### src/rtl/serial_to_parallel.sv
// serial_to_parallel: UART-style receiver.
// Frames are start / WIDTH data bits (LSB first) / optional even parity / stop.
// The line is synchronised, sampled mid-bit from the detected start edge, and
// completed words are offered on a valid/ready output with error status.
module serial_to_parallel #(
    parameter int WIDTH       = 8,
    parameter int CLK_FREQ_HZ = 50_000_000
) (
    input  logic             clk,
    input  logic             rst_n,
    input  logic             serial_in,
    input  logic [1:0]       baud_sel,
    input  logic             parity_en,
    output logic [WIDTH-1:0] data_out,
    output logic             data_valid,
    input  logic             data_ready,
    output logic             parity_err,
    output logic             frame_err,
    output logic             overrun_err,
    output logic             busy
);

    // Clocks per bit for each baud code (00=9600 .. 11=115200), truncated.
    localparam int DIV_9600   = CLK_FREQ_HZ / 9600;
    localparam int DIV_19200  = CLK_FREQ_HZ / 19200;
    localparam int DIV_38400  = CLK_FREQ_HZ / 38400;
    localparam int DIV_115200 = CLK_FREQ_HZ / 115200;

    // The slowest rate has the largest period, so this width covers every code.
    localparam int CNT_W = $clog2(DIV_9600 + 1);
    localparam int IDX_W = $clog2(WIDTH + 1);

    typedef enum logic [2:0] {
        IDLE,
        START,
        DATA,
        PARITY,
        STOP,
        BREAK
    } state_t;

    function automatic logic [CNT_W-1:0] div_of(input logic [1:0] sel);
        unique case (sel)
            2'b00:   div_of = CNT_W'(DIV_9600);
            2'b01:   div_of = CNT_W'(DIV_19200);
            2'b10:   div_of = CNT_W'(DIV_38400);
            default: div_of = CNT_W'(DIV_115200);
        endcase
    endfunction

    logic             sync1;
    logic             sin_s;
    logic             sin_prev;

    state_t           state;
    logic [CNT_W-1:0] cnt;
    logic [CNT_W-1:0] div_r;
    logic             par_en_r;
    logic [IDX_W-1:0] bit_idx;
    logic [WIDTH-1:0] shift_reg;
    logic             par_acc;
    logic             par_err_r;
    logic             deliver;

    logic [CNT_W-1:0] half_m1;
    logic [CNT_W-1:0] div_m1;
    logic             tick_half;
    logic             tick_full;

    // Sample points: mid start bit, then one full bit period apart.
    assign half_m1   = (div_r >> 1) - CNT_W'(1);
    assign div_m1    = div_r - CNT_W'(1);
    assign tick_half = (cnt == half_m1);
    assign tick_full = (cnt == div_m1);

    // Two-flop synchroniser plus one delay stage for start-edge detection.
    always_ff @(posedge clk or negedge rst_n) begin
        // NOTE: non-blocking assignments make every flop capture the pre-edge
        // value, which is what turns these three lines into a shift chain.
        if (!rst_n) begin
            // NOTE: idle-high reset values keep reset release from looking
            // like a falling start edge.
            sync1    <= 1'b1;
            sin_s    <= 1'b1;
            sin_prev <= 1'b1;
        end else begin
            sync1    <= serial_in;
            sin_s    <= sync1;
            sin_prev <= sin_s;
        end
    end

    // Receive FSM: bit timing, shifting, parity, stop check and busy.
    always_ff @(posedge clk or negedge rst_n) begin
        if (!rst_n) begin
            state     <= IDLE;
            cnt       <= '0;
            div_r     <= div_of(2'b00);
            par_en_r  <= 1'b0;
            bit_idx   <= '0;
            shift_reg <= '0;
            par_acc   <= 1'b0;
            par_err_r <= 1'b0;
            deliver   <= 1'b0;
            frame_err <= 1'b0;
            busy      <= 1'b0;
        end else begin
            deliver   <= 1'b0;
            frame_err <= 1'b0;
            cnt       <= cnt + CNT_W'(1);
            unique case (state)
                IDLE: begin
                    cnt <= '0;
                    if (!sin_s && sin_prev) begin
                        div_r     <= div_of(baud_sel);
                        par_en_r  <= parity_en;
                        bit_idx   <= '0;
                        par_acc   <= 1'b0;
                        par_err_r <= 1'b0;
                        state     <= START;
                        busy      <= 1'b1;
                    end
                end
                START: begin
                    if (tick_half) begin
                        cnt <= '0;
                        if (sin_s) begin
                            // Line high at mid start bit: a glitch, not a frame.
                            state <= IDLE;
                            busy  <= 1'b0;
                        end else begin
                            state <= DATA;
                        end
                    end
                end
                DATA: begin
                    if (tick_full) begin
                        cnt       <= '0;
                        shift_reg <= {sin_s, shift_reg[WIDTH-1:1]};
                        par_acc   <= par_acc ^ sin_s;
                        if (bit_idx == IDX_W'(WIDTH - 1)) begin
                            state <= par_en_r ? PARITY : STOP;
                        end else begin
                            bit_idx <= bit_idx + IDX_W'(1);
                        end
                    end
                end
                PARITY: begin
                    if (tick_full) begin
                        cnt       <= '0;
                        par_err_r <= par_acc ^ sin_s;
                        state     <= STOP;
                    end
                end
                STOP: begin
                    if (tick_full) begin
                        cnt <= '0;
                        if (sin_s) begin
                            // Good frame: hand off and rearm mid stop bit.
                            deliver <= 1'b1;
                            state   <= IDLE;
                            busy    <= 1'b0;
                        end else begin
                            frame_err <= 1'b1;
                            state     <= BREAK;
                        end
                    end
                end
                BREAK: begin
                    cnt <= '0;
                    if (sin_s) begin
                        state <= IDLE;
                        busy  <= 1'b0;
                    end
                end
                default: begin
                    state <= IDLE;
                    busy  <= 1'b0;
                end
            endcase
        end
    end

    // Output holding register: acceptance frees the slot before the overrun check.
    always_ff @(posedge clk or negedge rst_n) begin
        if (!rst_n) begin
            data_out    <= '0;
            data_valid  <= 1'b0;
            parity_err  <= 1'b0;
            overrun_err <= 1'b0;
        end else begin
            overrun_err <= 1'b0;
            if (deliver && (!data_valid || data_ready)) begin
                data_out   <= shift_reg;
                parity_err <= par_err_r;
                data_valid <= 1'b1;
            end else begin
                if (deliver) begin
                    overrun_err <= 1'b1;
                end
                if (data_valid && data_ready) begin
                    data_valid <= 1'b0;
                end
            end
        end
    end

endmodule
### config.mk
export PLATFORM = sky130hd
export DESIGN_NAME = serial_to_parallel
export DESIGN_NICKNAME = d
export VERILOG_FILES = /design/src/rtl/serial_to_parallel.sv
export SDC_FILE = /design/constraint.sdc
export NUM_CORES = 1
export LEC_CHECK = 0
export CAP_MARGIN = 10
export CORE_MARGIN = 2
export CORE_UTILIZATION = 40
export DETAILED_ROUTE_END_ITERATION = 6
export MAX_ROUTING_LAYER = met4
export PLACE_DENSITY = 0.53
export REMOVE_ABC_BUFFERS = 1
export SYNTH_ARGS = -nofsm -noshare
export SYNTH_HDL_FRONTEND = slang
export SYNTH_SLANG_ARGS = --single-unit
### constraint.sdc
create_clock -name clk -period 4.3 [get_ports clk]
set_input_delay 0.86 -clock clk [delete_from_list [all_inputs] [get_ports clk]]
set_output_delay 0.86 -clock clk [all_outputs]
set_load 0.01 [all_outputs]
==> flow_summary.json <==
{
  "outcome": "completed",
  "gp_congestion": 0.892,
  "track_usage_pct": 17.7,
  "yosysUniqueCellTypes": 58,
  "p_per_area_mw_per_mm2": 561,
  "whs_ns": 0.371,
  "drtAntennaViolNets": 0,
  "finalCriticalPeriod_ns": 3.44,
  "postCtsSetupBuffers": 0,
  "required_ns": 4.49,
  "diodes": 0,
  "fin_crit_sh_pct": 80.0,
  "slew_headroom_pct": 41.4,
  "largest_reg_flops": 13,
  "io-pin-count": 20,
  "core_mm2": 0.00785,
  "syn-instance-count": 333,
  "drv_slew": 0,
  "finalSetupTns_ns": 0,
  "yosysTopAreaCell": "dfrtp_1",
  "port-buffer-count": 19,
  "finalNetCount": 360,
  "die-area_mm2": 0.00892,
  "first_iter_violations": 138,
  "hpwl_um": 4840,
  "synth.avg_cell_area_um2": 9.83,
  "synthFlopType": "dfrtp_1",
  "area_growth_pct": 13.8,
  "cp.arrival_ns": 3.63,
  "cts_tree": "done",
  "synth_async_sr_flop_share_pct": 100,
  "wl_per_cell_um": 15.3,
  "firstDrtPassIters": 4,
  "dieWidth_um": 94.5,
  "cp_max_fo": 13,
  "cts_hold_buf": 0,
  "root_buffer": "clkbuf_8",
  "grt-ovfl-total": 0,
  "ys.warnings.count": 0,
  "hp-class": "flip-flop to flip-flop",
  "cts_buffer_depth": 2,
  "dieHeight_um": 94.5,
  "cp-start-kind": "flip-flop",
  "synth_top_area_share_pct": 38.2,
  "critPathKind": "flip-flop to flip-flop",
  "grt_pass1_vias": 2254,
  "vias": 2418,
  "yosysSeqAreaShare_pct": 43.8,
  "synth_edf_count": 0,
  "drc": 0,
  "hold_viol_final": 0,
  "drive_gt1_share_pct": 15.7,
  "initial_core_util_pct": 41.7,
  "fp-row-count": 32,
  "syn_area_mm2": 0.00327,
  "clk-insertion-delay-late_ns": 0.35,
  "synth-seq-cells": 57,
  "regMostFlops": "cnt",
  "grt_max_degree": 41,
  "synthTopCellsByArea": "dfrtp_1, dfstp_2, nand2_1",
  "cellLeakagePower_nw": 1.70,
  "drt-total-wl_um": 6920,
  "end_kind": "flip-flop",
  "cts-resized-gates": 0,
  "cts.sinks": 57,
  "reg_top3": "cnt: 13 flops, div_r: 9 flops",
  "ir_drop_uv": 331,
  "worst_pin_slew_ns": 0.873,
  "finalSetupViolCount": 0,
  "fmax_mhz": 291,
  "grt_pass1_wl_um": 11600,
  "numCtsBuffers": 9,
  "cts-htree-levels": 3,
  "place_ws_ns": 0.866,
  "antenna_found_initial": 0,
  "fin_ws_ns": 0.860,
  "avgViaCountPerCell": 5.35,
  "skew_ns": 0.0119,
  "drv_cap": 0,
  "p_total_mw": 2.09,
  "cts.reportedPaths.clkPinSlew_ns": 0.08,
  "rsz0062_at_grt": "false",
  "fin_util_pct": 47.5
}
## cells by family (layout without fill, tap and decap cells)
group	count (synthesis)	in the layout	synth area share, %
buffers and inverters	35	52	4.82
AO/OA/AOI/OAI	49	49	10.9
XOR/XNOR	28	28	8.33
adder cells (fa/ha/maj)	8	8	3.06
multiplexers	22	22	8.14
AND/OR/NAND/NOR	134	134	20.9
flip-flops	57	57	43.8
## report_power, final
part           switching [mW]  internal, mW
Clock                   0.245         0.331
Sequential              0.207         0.639
Combinational           0.351         0.317
Total                   0.803          1.29
## through the flow
| stage | area, um2 | cells |
|---|---|---|
| final | 3730 | 452 |
| after global routing | 3730 | 452 |
| after CTS | 3730 | 452 |
| after detailed placement | 3500 | 436 |
| after global placement | 3500 | 436 |
| after floorplan | 3170 | 313 |
## synthesized netlist by cell type (8+ instances only)
cell type  number
a21oi_1         8
xnor2_1        13
nor3_1         11
nand2_1        37
o21ai_0        11
nand3_1        19
mux2_2          9
dfrtp_1        50
clkbuf_1       11
ha_1            8
xor2_1         13
inv_1          15
nor2_1         31
## cells in the final DEF (no fill, tap or decap), types with 3 or more instances in the layout
master,n
nor4_1,6
nand2_1,37
clkinv_4,3
dfstp_2,7
xnor2_1,13
nor3_1,11
mux2_4,7
clkbuf_8,9
mux2_2,9
dfrtp_1,50
nand3_1,19
mux2i_1,6
o21ai_0,11
a21boi_0,3
inv_1,15
nor3b_1,3
nor2_1,31
a21oi_1,8
xor2_1,13
nor2b_1,3
and3_1,6
ha_1,8
nand2b_1,4
clkdlybuf4s50_1,18
## worst max-delay path, stage by stage, from the launching register on
cell      delay (ns)
dfrtp_1         0.49
nor3_1          0.50
xnor2_1         0.23
o221ai_1        0.16
or4_4           0.59
o41a_2          0.51
a211oi_2        0.69
nor2_1          0.11
## final timing paths
kind / from / end / slack (ns) / depth (start not counted)
max: div_r[8]$_DFFE_PN0P_ / cnt[11]$_DFF_PN0_ / 0.86 / 7
min: sync1$_DFF_PN1_ / sin_s$_DFF_PN1_ / 0.37 / 0
max reg2reg: div_r[8]$_DFFE_PN0P_ / cnt[11]$_DFF_PN0_ / 0.86 / 7
min reg2reg: sync1$_DFF_PN1_ / sin_s$_DFF_PN1_ / 0.37 / 0
max in group asynchronous: rst_n / div_r[6]$_DFFE_PN1P_ / 2.82 / 2
min in group asynchronous: rst_n / shift_reg[1]$_DFFE_PN0P_ / 0.63 / 1
## final cells by class
type / count / area, um2
clock buffers: 9 / 124
well taps: 102 / 128
flip-flops and latches: 57 / 1440
clock inverters: 7 / 103
fillers: 772 / 4120
repair buffers: 21 / 200
multi-input cells: 241 / 1680
inverters: 15 / 56.3
## per-layer routing
layer	share of wire (%)	GRT usage [%]
met1	50	25.2
met2	44	23.8
met3	5.2	6.07
met4	1.1	5.31
met5	0	-
Note: power is estimated with default switching activity, not from simulation.
